--- src/rtl/serial_link_lanes.sv ---
// Serial link endpoint: TX serialises {padding,packet} over LANES wires with an optional
// even-parity beat; RX deserialises it, checks parity and holds the frame until flushed.
module serial_link_lanes #(
    parameter int DATA_W    = 42,
    parameter int PAD_W     = 4,
    parameter int LANES     = 1,
    parameter int PARITY_EN = 1
) (
    input  logic              clk,
    input  logic              rst,
    input  logic              sender_enable,
    input  logic [PAD_W-1:0]  sender_padding,
    input  logic [DATA_W-1:0] sender_packet,
    output logic              sender_ack,
    output logic              ser_valid_out,
    output logic [LANES-1:0]  ser_data_out,
    input  logic              ser_ready_in,
    input  logic              ser_valid_in,
    input  logic [LANES-1:0]  ser_data_in,
    output logic              ser_ready_out,
    input  logic              receiver_flush,
    output logic              receiver_valid,
    output logic [PAD_W-1:0]  receiver_padding,
    output logic [DATA_W-1:0] receiver_packet,
    output logic              receiver_error
);
    // state    | meaning
    // TX_IDLE  | waiting for sender_enable with far RX ready
    // TX_SEND  | driving BEATS consecutive beats on the line
    // TX_DONE  | sender_ack high until sender_enable drops
    // RX_IDLE  | no frame in progress
    // RX_RECV  | collecting beats, gaps stall the count
    // RX_CHECK | all beats in, parity evaluated
    // RX_HOLD  | frame presented until receiver_flush

    localparam int W       = PAD_W + DATA_W;
    localparam int DBEATS  = (W + LANES - 1) / LANES;
    localparam int BEATS   = DBEATS + PARITY_EN;
    localparam int CNT_W   = $clog2(BEATS + 1);
    localparam int TX_W    = DBEATS * LANES;
    localparam int RX_W    = BEATS * LANES;
    localparam int PAR_BIT = (PARITY_EN != 0) ? DBEATS * LANES : 0;
    localparam logic [CNT_W-1:0] LAST_BEAT = CNT_W'(BEATS - 1);
    localparam logic [CNT_W-1:0] PAR_BEAT  = CNT_W'(DBEATS);

    typedef enum logic [1:0] {TX_IDLE, TX_SEND, TX_DONE} tx_state_t;
    typedef enum logic [1:0] {RX_IDLE, RX_RECV, RX_CHECK, RX_HOLD} rx_state_t;

    tx_state_t         tx_state, tx_next;
    logic [TX_W-1:0]   tx_shift;
    logic              tx_par;
    logic [CNT_W-1:0]  tx_cnt;
    logic              tx_latch;

    rx_state_t         rx_state, rx_next;
    logic [RX_W-1:0]   rx_shift;
    logic [CNT_W-1:0]  rx_cnt;
    logic              rx_take;
    logic              parity_ok;
    logic              rx_unused;

    always_comb begin
        tx_next       = tx_state;
        tx_latch      = 1'b0;
        ser_valid_out = 1'b0;
        ser_data_out  = '0;
        sender_ack    = 1'b0;
        case (tx_state)
            TX_IDLE: begin
                if (sender_enable && ser_ready_in) begin
                    tx_latch = 1'b1;
                    tx_next  = TX_SEND;
                end
            end
            TX_SEND: begin
                ser_valid_out = 1'b1;
                // PAR_BEAT is never reached when there is no parity beat
                if (tx_cnt == PAR_BEAT) ser_data_out = LANES'(tx_par);
                else                    ser_data_out = tx_shift[LANES-1:0];
                if (tx_cnt == LAST_BEAT) tx_next = TX_DONE;
            end
            TX_DONE: begin
                sender_ack = 1'b1;
                if (!sender_enable) tx_next = TX_IDLE;
            end
            default: tx_next = TX_IDLE;
        endcase
    end

    always_ff @(posedge clk) begin
        if (rst) begin
            tx_state <= TX_IDLE;
            tx_shift <= '0;
            tx_par   <= 1'b0;
            tx_cnt   <= '0;
        end else begin
            tx_state <= tx_next;
            if (tx_latch) begin
                tx_shift <= TX_W'({sender_padding, sender_packet});
                tx_par   <= ^{sender_padding, sender_packet};
                tx_cnt   <= '0;
            end else if (tx_state == TX_SEND) begin
                tx_shift <= tx_shift >> LANES;
                tx_cnt   <= tx_cnt + 1'b1;
            end
        end
    end

    // Fill bits and the upper bits of the parity beat are received but never used
    assign rx_unused = ^rx_shift;
    assign parity_ok = (PARITY_EN == 0) || ((^rx_shift[W-1:0]) == rx_shift[PAR_BIT]);

    always_comb begin
        rx_next        = rx_state;
        rx_take        = 1'b0;
        ser_ready_out  = (rx_state != RX_HOLD);
        receiver_valid = (rx_state == RX_HOLD);
        case (rx_state)
            RX_IDLE, RX_RECV: begin
                if (ser_valid_in) begin
                    rx_take = 1'b1;
                    rx_next = (rx_cnt == LAST_BEAT) ? RX_CHECK : RX_RECV;
                end
            end
            RX_CHECK: rx_next = parity_ok ? RX_HOLD : RX_IDLE;
            RX_HOLD:  if (receiver_flush) rx_next = RX_IDLE;
            default:  rx_next = RX_IDLE;
        endcase
    end

    always_ff @(posedge clk) begin
        if (rst) begin
            rx_state         <= RX_IDLE;
            rx_shift         <= '0;
            rx_cnt           <= '0;
            receiver_padding <= '0;
            receiver_packet  <= '0;
            receiver_error   <= 1'b0;
        end else begin
            rx_state       <= rx_next;
            receiver_error <= (rx_state == RX_CHECK) && !parity_ok;
            if (rx_take) begin
                rx_shift <= (rx_shift >> LANES) | (RX_W'(ser_data_in) << (RX_W - LANES));
                rx_cnt   <= rx_cnt + 1'b1;
            end
            if (rx_state == RX_CHECK) begin
                rx_cnt <= '0;
                if (parity_ok) {receiver_padding, receiver_packet} <= rx_shift[W-1:0];
            end
        end
    end
endmodule

--- config.mk ---
export PLATFORM = sky130hd
export DESIGN_NAME = serial_link_lanes
export DESIGN_NICKNAME = d
export VERILOG_FILES = /design/src/rtl/serial_link_lanes.sv
export SDC_FILE = /design/constraint.sdc
export NUM_CORES = 1
export LEC_CHECK = 0
export ABC_CLOCK_PERIOD_IN_PS = 2700
export BUFFER_PORTS_ARGS = -buffer_cell sky130_fd_sc_hd__buf_2
export CAP_MARGIN = 10
export CORE_MARGIN = 2
export CORE_UTILIZATION = 52
export CTS_BUF_LIST = sky130_fd_sc_hd__clkbuf_8
export CTS_CLUSTER_DIAMETER = 150
export CTS_CLUSTER_SIZE = 10
export DETAILED_ROUTE_END_ITERATION = 6
export PLACE_DENSITY = 0.82
export SLEW_MARGIN = 25
export SYNTH_ARGS = -nofsm -noshare
export SYNTH_HDL_FRONTEND = slang
export SYNTH_SLANG_ARGS = --single-unit
--- constraint.sdc ---
create_clock -name clk -period 2.7 [get_ports clk]
set_input_delay 0 -clock clk [delete_from_list [all_inputs] [get_ports clk]]
set_output_delay 0 -clock clk [all_outputs]
set_load 0.01 [all_outputs]
After elaboration in Yosys (flattened, before gate mapping)
Cells that the tools add are included.
{"block": "word_totals", "memories": 0, "mem_bits_rw": 0, "romBits": 0, "wordCells": 60, "ff_bits": 157, "latch_bits": 0, "input_bits": 53, "out_inout_bits": 52}
{"block": "op_classes", "shifts": 0, "eq_ne": 14, "n_addsub": 2, "div_mod_pow": 0, "n_reduce_logical": 14, "n_mux": 19, "mul": 0, "magnitude_cmp": 0, "n_bitwise": 1}
{"cell": "$mux W46", "n": 2}
{"cell": "$reduce_xor A46 Y1", "n": 2}
{"cell": "$or A46 B47 Y47", "n": 1}
{"cell": "$mux W2", "n": 7}
{"cell": "$add A6 B1 Y6 const B", "n": 2}
{"cell": "$eq A6 B6 Y1 const B", "n": 2}
{"cell": "$ne A2 B2 Y1 const B", "n": 6}
{"cell": "$pmux W2 S3", "n": 2}
{"cell": "$mux W1", "n": 8}
{"cell": "$eq A2 B2 Y1 const B", "n": 3}
{"cell": "$reduce_or A2 Y1", "n": 3}
{"cell": "$eq A2 B1 Y1 const B", "n": 2}
{"cell": "$logic_not A2 Y1", "n": 2}
{"cell": "$reduce_and A2 Y1", "n": 2}
{"cell": "$reduce_and A3 Y1", "n": 1}
{"cell": "$logic_and A1 B1 Y1", "n": 2}
{"cell": "$reduce_bool A2 Y1", "n": 1}
{"cell": "$eq A1 B1 Y1", "n": 1}
{"cell": "$logic_not A1 Y1", "n": 1}

Logic depth before layout (Yosys ltp)
{"block": "logic_depth", "ltp_word": 4, "ltp_mapped": 9, "ltp_nobuf": 7}

Least setup slack after synthesis
OpenSTA, ideal clock, no wires.
{"block": "synth_timing", "kind": "flip-flop to flip-flop", "from": "register rx_shift[21]", "to": "register receiver_packet[32]", "stages_incl_launch_ff": 10, "slack_ps": 672, "setup_ps": 132, "n_path_buf": 2, "required_time_ps": 2568, "arrival_time_ps": 1896, "synth_period_minus_slack_ps": 2028, "cell_sequence": "dfxtp_1 -> xor2_1 -> xnor2_1 -> xnor2_1 -> xnor2_1 -> xor3_2 -> buf_6 -> buf_6 -> o21ai_1 -> a21oi_1"}
{"block": "synth_via", "elab_chain_len": 3}
{"item": "start: declaration", "line_no": "56", "source": "logic [RX_W-1:0] rx_shift;"}
{"item": "start signal: assignment", "line_no": "143", "source": "rx_shift <= (rx_shift >> LANES) | (RX_W'(ser_data_in) << (RX_W - LANES));"}
{"item": "$reduce_xor A46 Y1", "line_no": "111", "source": "assign parity_ok = (PARITY_EN == 0) || ((^rx_shift[W-1:0]) == rx_shift[PAR_BIT]);"}
{"item": "$eq A1 B1 Y1", "line_no": "111"}
{"item": "$reduce_and A2 Y1 (no source line)"}
{"item": "end signal: assignment", "line_no": "148", "source": "if (parity_ok) {receiver_padding, receiver_packet} <= rx_shift[W-1:0];"}
{"item": "end: declaration", "line_no": "24", "source": "output logic [DATA_W-1:0] receiver_packet,"}
Every way passes these cells.
A chain may end at the register's enable or synchronous reset.

Worst setup path after layout
{"block": "layout_timing", "from": "register rx_shift[24]", "to": "register rx_state[1]"}
{"block": "layout_via", "elab_chain_len": 4}
{"item": "$reduce_xor A46 Y1", "line_no": "111"}
{"item": "$eq A1 B1 Y1", "line_no": "111"}
{"item": "$mux W2", "line_no": "125", "source": "RX_CHECK: rx_next = parity_ok ? RX_HOLD : RX_IDLE;"}
{"item": "$pmux W2 S3", "line_no": "118", "source": "case (rx_state)"}
{"item": "end signal: assignment", "line_no": "140", "source": "rx_state <= rx_next;"}
{"item": "end: declaration", "line_no": "55", "source": "rx_state_t rx_state, rx_next;"}
Every way passes these cells.

==> summary.txt <==
Run status
  • Status: complete, no violations

Timing
  • Fin crit period: 2.25 ns
  • RSZ-0062 raised after global routing: false
  • Post-route setup TNS: 0 ns
  • Worst-margin pin slew: 0.675 ns
  • Final period util: ~83%
  • Worst hold slack: between 0.06 and 0.07 ns
  • Relative slew slack: 55.0%
  • Final hold violation count: 0
  • Setup Viol. Count Final: 0
  • Fmax achieved: 445 MHz
  • Fin. max-slew vios: 0
  • Setup Skew: 0.00935 ns

Setup path
  • Crit path buffers/inverters: 1
  • Path depth of the worst reg2reg path: 8
  • Kind of critical path: flop to flop
  • Max incr delay on CP: approximately 0.40 ns
  • Reg2Reg Setup Slack: 0.45 ns
  • Worst path arrival time: ~2.6 ns
  • CP dominant cell by count: xnor2_1
  • FF-to-FF Start: rx_shift[24]
  • CP delay by family, top: XOR/XNOR gates
  • Worst Setup Start Kind: flop
  • Max FO, Critical Path: 23
  • CP Cell Sequence: xor2_1 -> xnor2_1 -> xnor2_1 -> xnor2_1 -> xor3_2 -> buf_4 -> nor2_1 -> o31a_1
  • Critical path data required time: 3.04 ns
  • Critical-path top delay cell: dfxtp_1
  • RR Endpoint: rx_state[1]
  • Critical path endpoint category: flop

Logic synthesis
  • Top post-synthesis cells by area: dfxtp_1 46%, a21oi_1 11%, xnor2_1 10%, nand2_1 8.2%, a22oi_1 5.1%
  • Post-Syn Instances: 807
  • Ys Warns: 0
  • Post-synth top area cell: dfxtp_1
  • Synthesized area per cell: approximately 8.4 µm²
  • Post-synthesis sequential area ratio: 46.5%
  • Mapped cell area: around 0.0068 mm²
  • Synth cell types: 32
  • Synthesized net count: around 860
  • Top cell type's share of synthesized area: 46.5%
  • Yosys reg bits: 157

Route
  • Drt initial violations: 564
  • Via count: 6,150
  • Post-route ant nets: 0
  • Vias/cell: 5.50
  • TritonRoute pass-1 iters: 5
  • Detailed Route WL: between 15 and 20 mm
  • Number of remaining DRC errors: 0
  • WL/cell: 15.0 µm

Hold path
  • Min-Delay Path Class: primary input to flop
  • Worst Hold Depth: 2
  • HP Start: rst
  • Hold endpoint: tx_state[1]

Layout
  • Ant diodes: 0
  • Area Overhead vs Synth: 22.4%
  • Commonest cells after routing, fill and taps aside: 157 x dfxtp_1, 148 x nand2_1, 142 x a21oi_1, 103 x buf_2, 79 x xnor2_1
  • Fin nets: 990
  • Share of cells above drive strength 1: 16.7%
  • Finished layout cell area: 0.00827 mm²
  • Finished Layout Cells: roughly 1.1k
  • Most common cell after layout, fill and taps aside: dfxtp_1

Global routing
  • Initial antenna violation count: 0
  • Remaining global-route overflow: 0
  • Tot GR Track Use: 23.9%
  • First-pass GRT wire length: about 27 mm
  • Largest net degree at the start of global routing: 62
  • Number of global-route vias before repair: between 5k and 6k

Die
  • # IOs: 105
  • Die Span Y: 118 µm
  • Die area: around 0.014 mm²
  • Horiz. Die Dim: 118 µm
  • Initial core utilization: between 50% and 60%
  • Rows: 41
  • CORE AREA: 0.0127 mm²

Power
  • Clk pwr share: about 39%
  • Leakage: 0.00304 µW
  • Power share of the combinational group: 12.4%
  • Int Pwr: 3680 µW
  • Pwr/cell area: 593 mW/mm²
  • Peak VDD IR: around 400 µV
  • Sequential Power Share: 48.8%
  • Overall Power: 4910 µW
  • Switching Share: 25.0%
  • Net Sw Power: ~1200 µW

Clocking
  • Root buffer cell: clkbuf_8
  • Worst-path clk slew: 0.08 ns
  • Clock Latency Late Sink: about 0.45 ns
  • Worst-case clock buffer depth: 2
  • CTS tree: built
  • # clock sinks: between 150 and 200
  • H-tree Lvls: 4
  • Inserted Clock Buffers: 17

Placed design
  • Dpl cell area: 0.00733 mm²
  • RePlAce Congestion: 0.772
  • PortBufs: roughly 100
  • Inst Count DP: 1,035
  • DPL Wire Length: 9.61 mm

Job
  • Max-Cap Viols: 0
cells by family after synthesis:
group           count (synthesis)  share of synthesized area (%)
compound gates                241                           19.8
xor+xnor                       99                           13.3
fa+ha+maj                       4                          0.740
buf+inv                        67                           4.65
flops                         157                           46.5
mux                             2                          0.315
simple gates                  237                           14.8
worst max-delay path by stage:
stage	from	endpoint	cells after the start
2_1_floorplan	rx_shift[21]	receiver_packet[32]	9
5_1_grt	rx_shift[10]	receiver_padding[0]	8
3_3_place_gp	rx_shift[21]	rx_state[1]	8
6_report	rx_shift[24]	rx_state[1]	8
3_5_place_dp	rx_shift[24]	rx_state[1]	8
4_1_cts	rx_shift[24]	rx_state[1]	8
metrics by stage:
stage                     setup slack, ns  utilization (%)
after floorplan                     0.672                -
after global placement              0.536             57.8
after detailed placement            0.456             57.8
after CTS                           0.437             65.3
after global routing                0.254             65.3
final                               0.452             65.3
worst reg2reg max path: cells and delay by family (launching register included):
kind	cells	cell delay [ns]
buffers and inverters	1	0.25
DFF	1	0.40
AOI/OAI and AO/OA	1	0.31
xor gates and xnor gates	5	1.08
and+or+nand+nor	1	0.11
Yosys cell counts, drive strengths merged:
library cell / instances
nor3: 5
or2: 1
xnor2: 79
clkbuf: 47
mux2: 1
xnor3: 1
xor3: 1
buf: 16
nand2b: 4
nand4: 5
mux2i: 1
o31a: 2
inv: 4
nand3: 46
a22oi: 46
nor2: 22
nor4: 1
o21ai: 48
xor2: 18
nand2: 148
nor2b: 3
a211oi: 3
dfxtp: 157
a21oi: 142
ha: 4
or3: 2
area by class of cell:
| class | instances | area, µm² |
|---|---|---|
| Sequential cell | 157 | 3140 |
| Fill cell | 1046 | 4400 |
| Tap cell | 172 | 215 |
| Inverter | 4 | 15.0 |
| Clock buffer | 19 | 262 |
| Multi-Input combinational cell | 583 | 3320 |
| Clock inverter | 13 | 171 |
| Timing Repair Buffer | 170 | 1150 |
sequential cells by signal, indices dropped and copies added (netlist names):
name              cells
receiver_error        1
receiver_packet      42
receiver_padding      4
rx_cnt                6
rx_shift             47
rx_state              2
tx_cnt                6
tx_par                1
tx_shift             46
tx_state              2
power by group through the flow:
| stage | combinational, µW | sequential [µW] | clock [µW] |
|---|---|---|---|
| after floorplan | 421 | 2440 | 0 |
| after global placement | 531 | 2440 | 0 |
| after detailed placement | 538 | 2450 | 0 |
| after CTS | 597 | 2390 | 1930 |
| after global routing | 665 | 2400 | 2030 |
| final | 609 | 2390 | 1910 |
layer usage:
metal  up-vias  wire length, µm  GRT usage (%)
li1       3005                -              -
met1      2918             7050           28.7
met2       187             8370           40.1
met3        40              924           6.49
met4         0              437           10.5
met5         -                0              0
repair_timing:
item,CTS,global route
hold endpoints to repair,52,0
buffers inserted,0,0
gates resized for setup,0,0
hold buffers,51,0
No activity file was read; power rests on OpenSTA's default activity.
